File: src/rtl/rx_word_aligner.sv
// Bit-slip word aligner: searches a 2W-bit sliding window for SYNC_PATTERN, then holds the offset.
// Optional macro ALIGN_OUT_REG_EN adds a second data_out/data_out_valid register stage.
module rx_word_aligner #(
    parameter int unsigned W            = 16,
    parameter int unsigned WW           = 4,
    parameter logic [W-1:0] SYNC_PATTERN = W'(16'hF0C3),
    parameter int unsigned LOCK_COUNT   = 4
) (
    input  logic          clks,
    input  logic          reset_n,
    input  logic [W-1:0]  data_in,
    input  logic          data_in_valid,
    input  logic          realign,
    output logic [W-1:0]  data_out,
    output logic          data_out_valid,
    output logic [WW-1:0] offset,
    output logic          locked
);

    localparam int unsigned CW            = 3;
    localparam logic [CW-1:0] CNT_MAX     = '1;
    localparam logic [CW-1:0] LOCK_CNT    = CW'(LOCK_COUNT);
    localparam logic [WW-1:0] OFF_MAX     = WW'(W - 1);
    localparam bit            LOCK_ON_ONE = (LOCK_COUNT <= 1);

    typedef enum logic [1:0] {
        HUNT   = 2'd0,
        VERIFY = 2'd1,
        LOCKED = 2'd2
    } state_t;

    state_t          state_q;
    state_t          state_d;
    logic [W-1:0]    prev_q;
    logic [CW-1:0]   match_cnt_q;
    logic [CW-1:0]   match_cnt_d;
    logic [WW-1:0]   offset_d;
    logic            locked_d;

    logic [2*W-1:0]  cat_c;
    logic [W-1:0]    win_c;
    logic            match_c;
    logic [WW-1:0]   slip_c;
    logic [CW-1:0]   cnt_inc_c;

    // Window over {current, previous}; prev supplies the earlier bits.
    assign cat_c     = {data_in, prev_q};
    assign win_c     = cat_c[offset +: W];
    assign match_c   = (win_c == SYNC_PATTERN);
    assign slip_c    = (offset == OFF_MAX) ? '0 : offset + WW'(1);
    assign cnt_inc_c = (match_cnt_q == CNT_MAX) ? match_cnt_q : match_cnt_q + CW'(1);

    // Next-state and alignment bookkeeping; realign overrides any same-cycle word.
    always_comb begin
        state_d     = state_q;
        offset_d    = offset;
        match_cnt_d = match_cnt_q;
        locked_d    = locked;

        if (realign) begin
            state_d     = HUNT;
            offset_d    = '0;
            match_cnt_d = '0;
            locked_d    = 1'b0;
        end else begin
            case (state_q)
                HUNT: begin
                    if (data_in_valid) begin
                        if (match_c) begin
                            match_cnt_d = CW'(1);
                            if (LOCK_ON_ONE) begin
                                state_d  = LOCKED;
                                locked_d = 1'b1;
                            end else begin
                                state_d  = VERIFY;
                            end
                        end else begin
                            offset_d = slip_c;
                        end
                    end
                end
                VERIFY: begin
                    if (data_in_valid) begin
                        if (match_c) begin
                            match_cnt_d = cnt_inc_c;
                            if (cnt_inc_c >= LOCK_CNT) begin
                                state_d  = LOCKED;
                                locked_d = 1'b1;
                            end
                        end else begin
                            state_d     = HUNT;
                            offset_d    = slip_c;
                            match_cnt_d = '0;
                        end
                    end
                end
                LOCKED: begin
                    // Mismatches here are payload, not misalignment.
                    state_d = LOCKED;
                end
                default: begin
                    state_d     = HUNT;
                    match_cnt_d = '0;
                    locked_d    = 1'b0;
                end
            endcase
        end
    end

    // State, offset, counter and lock flag.
    always_ff @(posedge clks) begin
        if (!reset_n) begin
            state_q     <= HUNT;
            offset      <= '0;
            match_cnt_q <= '0;
            locked      <= 1'b0;
        end else begin
            state_q     <= state_d;
            offset      <= offset_d;
            match_cnt_q <= match_cnt_d;
            locked      <= locked_d;
        end
    end

    // Previous-word history loads on every valid word, realign included.
    always_ff @(posedge clks) begin
        if (!reset_n) begin
            prev_q <= '0;
        end else if (data_in_valid) begin
            prev_q <= data_in;
        end
    end

`ifdef ALIGN_OUT_REG_EN
    logic [W-1:0] data_s1_q;
    logic         valid_s1_q;

    // Two-stage output path.
    always_ff @(posedge clks) begin
        if (!reset_n) begin
            data_s1_q      <= '0;
            valid_s1_q     <= 1'b0;
            data_out       <= '0;
            data_out_valid <= 1'b0;
        end else begin
            data_s1_q      <= win_c;
            valid_s1_q     <= data_in_valid;
            data_out       <= data_s1_q;
            data_out_valid <= valid_s1_q;
        end
    end
`else
    // Single-stage output path.
    always_ff @(posedge clks) begin
        if (!reset_n) begin
            data_out       <= '0;
            data_out_valid <= 1'b0;
        end else begin
            data_out       <= win_c;
            data_out_valid <= data_in_valid;
        end
    end
`endif

endmodule

File: config.mk
export PLATFORM = sky130hd
export DESIGN_NAME = rx_word_aligner
export DESIGN_NICKNAME = d
export VERILOG_FILES = /design/src/rtl/rx_word_aligner.sv
export SDC_FILE = /design/constraint.sdc
export NUM_CORES = 1
export LEC_CHECK = 0
export BUFFER_PORTS_ARGS = -buffer_cell sky130_fd_sc_hd__buf_4
export CAP_MARGIN = 20
export CELL_PAD_IN_SITES_DETAIL_PLACEMENT = 1
export CELL_PAD_IN_SITES_GLOBAL_PLACEMENT = 2
export CORE_MARGIN = 4
export CORE_UTILIZATION = 35
export CTS_CLUSTER_SIZE = 16
export DETAILED_ROUTE_END_ITERATION = 8
export PLACE_DENSITY = 0.78
export SLEW_MARGIN = 30
export SYNTH_ARGS = -nofsm -noshare
export SYNTH_HDL_FRONTEND = slang
export SYNTH_SLANG_ARGS = --single-unit
File: constraint.sdc
create_clock -name clks -period 4.1 [get_ports clks]
set_input_delay 0.41 -clock clks [delete_from_list [all_inputs] [get_ports clks]]
set_output_delay 0.41 -clock clks [all_outputs]
set_load 0.005 [all_outputs]
==> flow_summary.toml <==
[sta]
timing.final.crit_period_ns = 3.42
slew_headroom_pct = 44.2
final.setup.tns_ns = 0
hold_viol_final = 0
rsz0062_at_grt = "no"
worstMarginPinSlew_ns = 0.835
clock.fmax_mhz = 293
fin_ws_ns = 0.681
fin_skew_ns = 0.00723
drv_slew = 0
setup_viol = 0
period_share_pct = 83.4

[power]
ir_drop_uv = 137
leakagePower_nw = 1.32
power.density_mw_per_mm2 = 261

[floorplan]
core_mm2 = 0.00818
ioPinCount = 42
dieHeight_um = 99.3
start_util_pct = 35.7
die_area_mm2 = 0.00987
rows = 33
die_x_um = 99.3

[clocking]
h-tree-depth = 2
cts_inserted_buffers = 5
cts_setup_buffers = 0
cts_tree = "done"
clock_latency_ns = 0.29
cts-root-buf = "clkbuf_8"
clkSinkCount = 43
clock_path_buffers = 2
hold_buffers = 0
clk_pin_slew_ns = 0.08
ctsResizeCount = 0

[setup_path]
path_common_cell = "buf_4"
path_cells = "buf_4 -> mux4_2 -> mux2i_1 -> nor4b_1 -> o22ai_1 -> nor4_4 -> buf_4 -> o211ai_1 -> o31ai_1"
crit_path_start_kind = "register"
slowest_stage = "nor4_4"
critical_path_class = "reg2reg"
max_stage_delay_ns = 0.71
arrival_ns = 3.62
cp_max_fo = 15
endpoint_kind = "register"
required_ns = 4.30

[route]
routed-via-count = 2309
ant_nets = 0
vias_per_cell = 5.80
firstDrtPassIters = 4
route.detailed.drc = 0
routedWlPerCell_um = 20.0
drt_iter0_markers = 233
routed_wl_um = 7960

[global_routing]
grt_use_total_pct = 17.0
antenna_found_initial = 0
grt_max_degree = 36
grt_pass1_wl_um = 13200
grt_pass1_vias = 2312
overflow = 0

[run]
drv_cap = 0

[finish]
final_nets = 316
antenna-diode-count = 0
fillers = 920
area_growth_syn_to_layout_pct = 14.7
drive_gt1_share_pct = 32.4

[placed_design]
dp.final_hpwl_um = 5990
post-place-ws_ns = 0.685
portBuffers = 41
routabilityCongestion = 0.904

[yosys]
yosys_warnings = 0
syn_area_mm2 = 0.00292
syn_nets = 285
synthDominantCellAreaShare_pct = 29.5
ys_types = 46
ys_top_cells_by_area = "dfxtp_1 29%, mux4_2 23%, mux2i_1 11%, nor2b_1 4.3%, mux4_1 3.6%"
ys_seq_area_share_pct = 29.5
ys_ff_latch = 43
avgSynthCellArea_um2 = 11.1
post-synth-top-area-cell = "dfxtp_1"
synth_cells = 263

[hold_path]
hp-class = "in2reg"

[outcome]
status = "finished clean"
-- cells in the mapped netlist (all sizes together) --
library cell  number
o31ai              2
o211a              3
nor3               1
inv                3
nor2b             20
a22oi              3
ha                 2
o22ai              1
nand4              4
nand2b             3
mux4              34
or2                1
o211ai             3
dfxtp             43
nor4b              1
o311a              1
nor3b              1
a311o              1
a21oi              6
nand3              6
nand2             24
nor2               6
buf               14
mux2i             31
nand4b             1
and3               6
o2111ai            1
clkbuf            10
o21ai              3
and2               8
clkinv             1
or3                2
a31oi              3
a31o               1
mux2               7
nor4               4
a22o               1
o21a               1
-- worst max-delay path: cells and delay by family, from the launching register on --
kind | cells | cell delay [ns]
and+or+nand+nor | 2 | 1.04
DFF | 1 | 0.68
muxes | 2 | 0.64
buffers and inverters | 2 | 0.58
AOI/OAI and AO/OA | 3 | 0.38
-- sequential cells by signal, summed over array words and instances (netlist names) --
signal,cells
locked,1
data_out_valid,1
state_q,2
data_out,16
prev_q,16
match_cnt_q,3
offset,4
-- per-stage QoR --
stage | cell area (um^2) | hold slack, ns | power, mW | utilization [%] | instances
after detailed placement | 3270 | 0.475 | 0.629 | 40.1 | 392
after CTS | 3350 | 0.399 | 0.889 | 40.9 | 398
after global placement | 3270 | 0.463 | 0.627 | 40.1 | 392
final | 3350 | 0.403 | 0.873 | 40.9 | 398
after floorplan | 2920 | 0.459 | 0.563 | - | 263
after global routing | 3350 | 0.429 | 0.925 | 40.9 | 398
-- cells by family (layout without fill, tap and decap cells) --
group,count (synthesis),count (layout),synth area share (%)
flip-flops,43,43,29.5
multiplexers,72,72,40.2
AND/OR/NAND/NOR,88,88,16.9
buffers and inverters,28,58,5.23
AO/OA/AOI/OAI,30,30,7.33
adder cells (fa/ha/maj),2,2,0.857
-- final timing paths --
check | startpoint | end | slack, ns | cells after the start
max | offset[3] | offset[1] | 0.68 | 9
max reg2reg | offset[3] | offset[1] | 0.68 | 9
min | data_in[15] | prev_q[15] | 0.40 | 3
min reg2reg | locked | locked | 0.49 | 2
-- area by class of cell --
type,count,area (um^2),area share (%)
inverters,4,15.0,0.449
clock buffers,6,72.6,2.17
repair buffers,48,360,10.8
flip-flops and latches,43,862,25.8
multi-input cells,192,1910,56.9
well taps,105,131,3.93
-- cell usage in the layout, fill, tap and decap left out, drive strengths merged, types with 2 or more instances in the layout --
cell type | synthesis | final
mux2i | 31 | 31
o211ai | 3 | 3
nor4 | 4 | 4
a22oi | 3 | 3
dfxtp | 43 | 43
buf | 14 | 48
o21ai | 3 | 3
nand4 | 4 | 4
o31ai | 2 | 2
mux2 | 7 | 7
and3 | 6 | 6
a21oi | 6 | 6
nor2b | 20 | 20
and2 | 8 | 8
nand2 | 24 | 24
mux4 | 34 | 34
o211a | 3 | 3
ha | 2 | 2
nand2b | 3 | 3
or3 | 2 | 2
nor2 | 6 | 6
inv | 3 | 3
nand3 | 6 | 6
a31oi | 3 | 3
clkbuf | 10 | 6
-- per-layer routing --
metal | GRT usage [%] | routed length [um]
met1 | 23.9 | 3660
met2 | 26.5 | 3650
met3 | 3.79 | 520
met4 | 4.52 | 125
met5 | 0 | 0
-- where the power goes --
group,switching [mW],internal (mW)
combinational,0.0731,0.0873
clock,0.140,0.114
sequential,0.0226,0.435
Power figures use the tool's default switching activity.
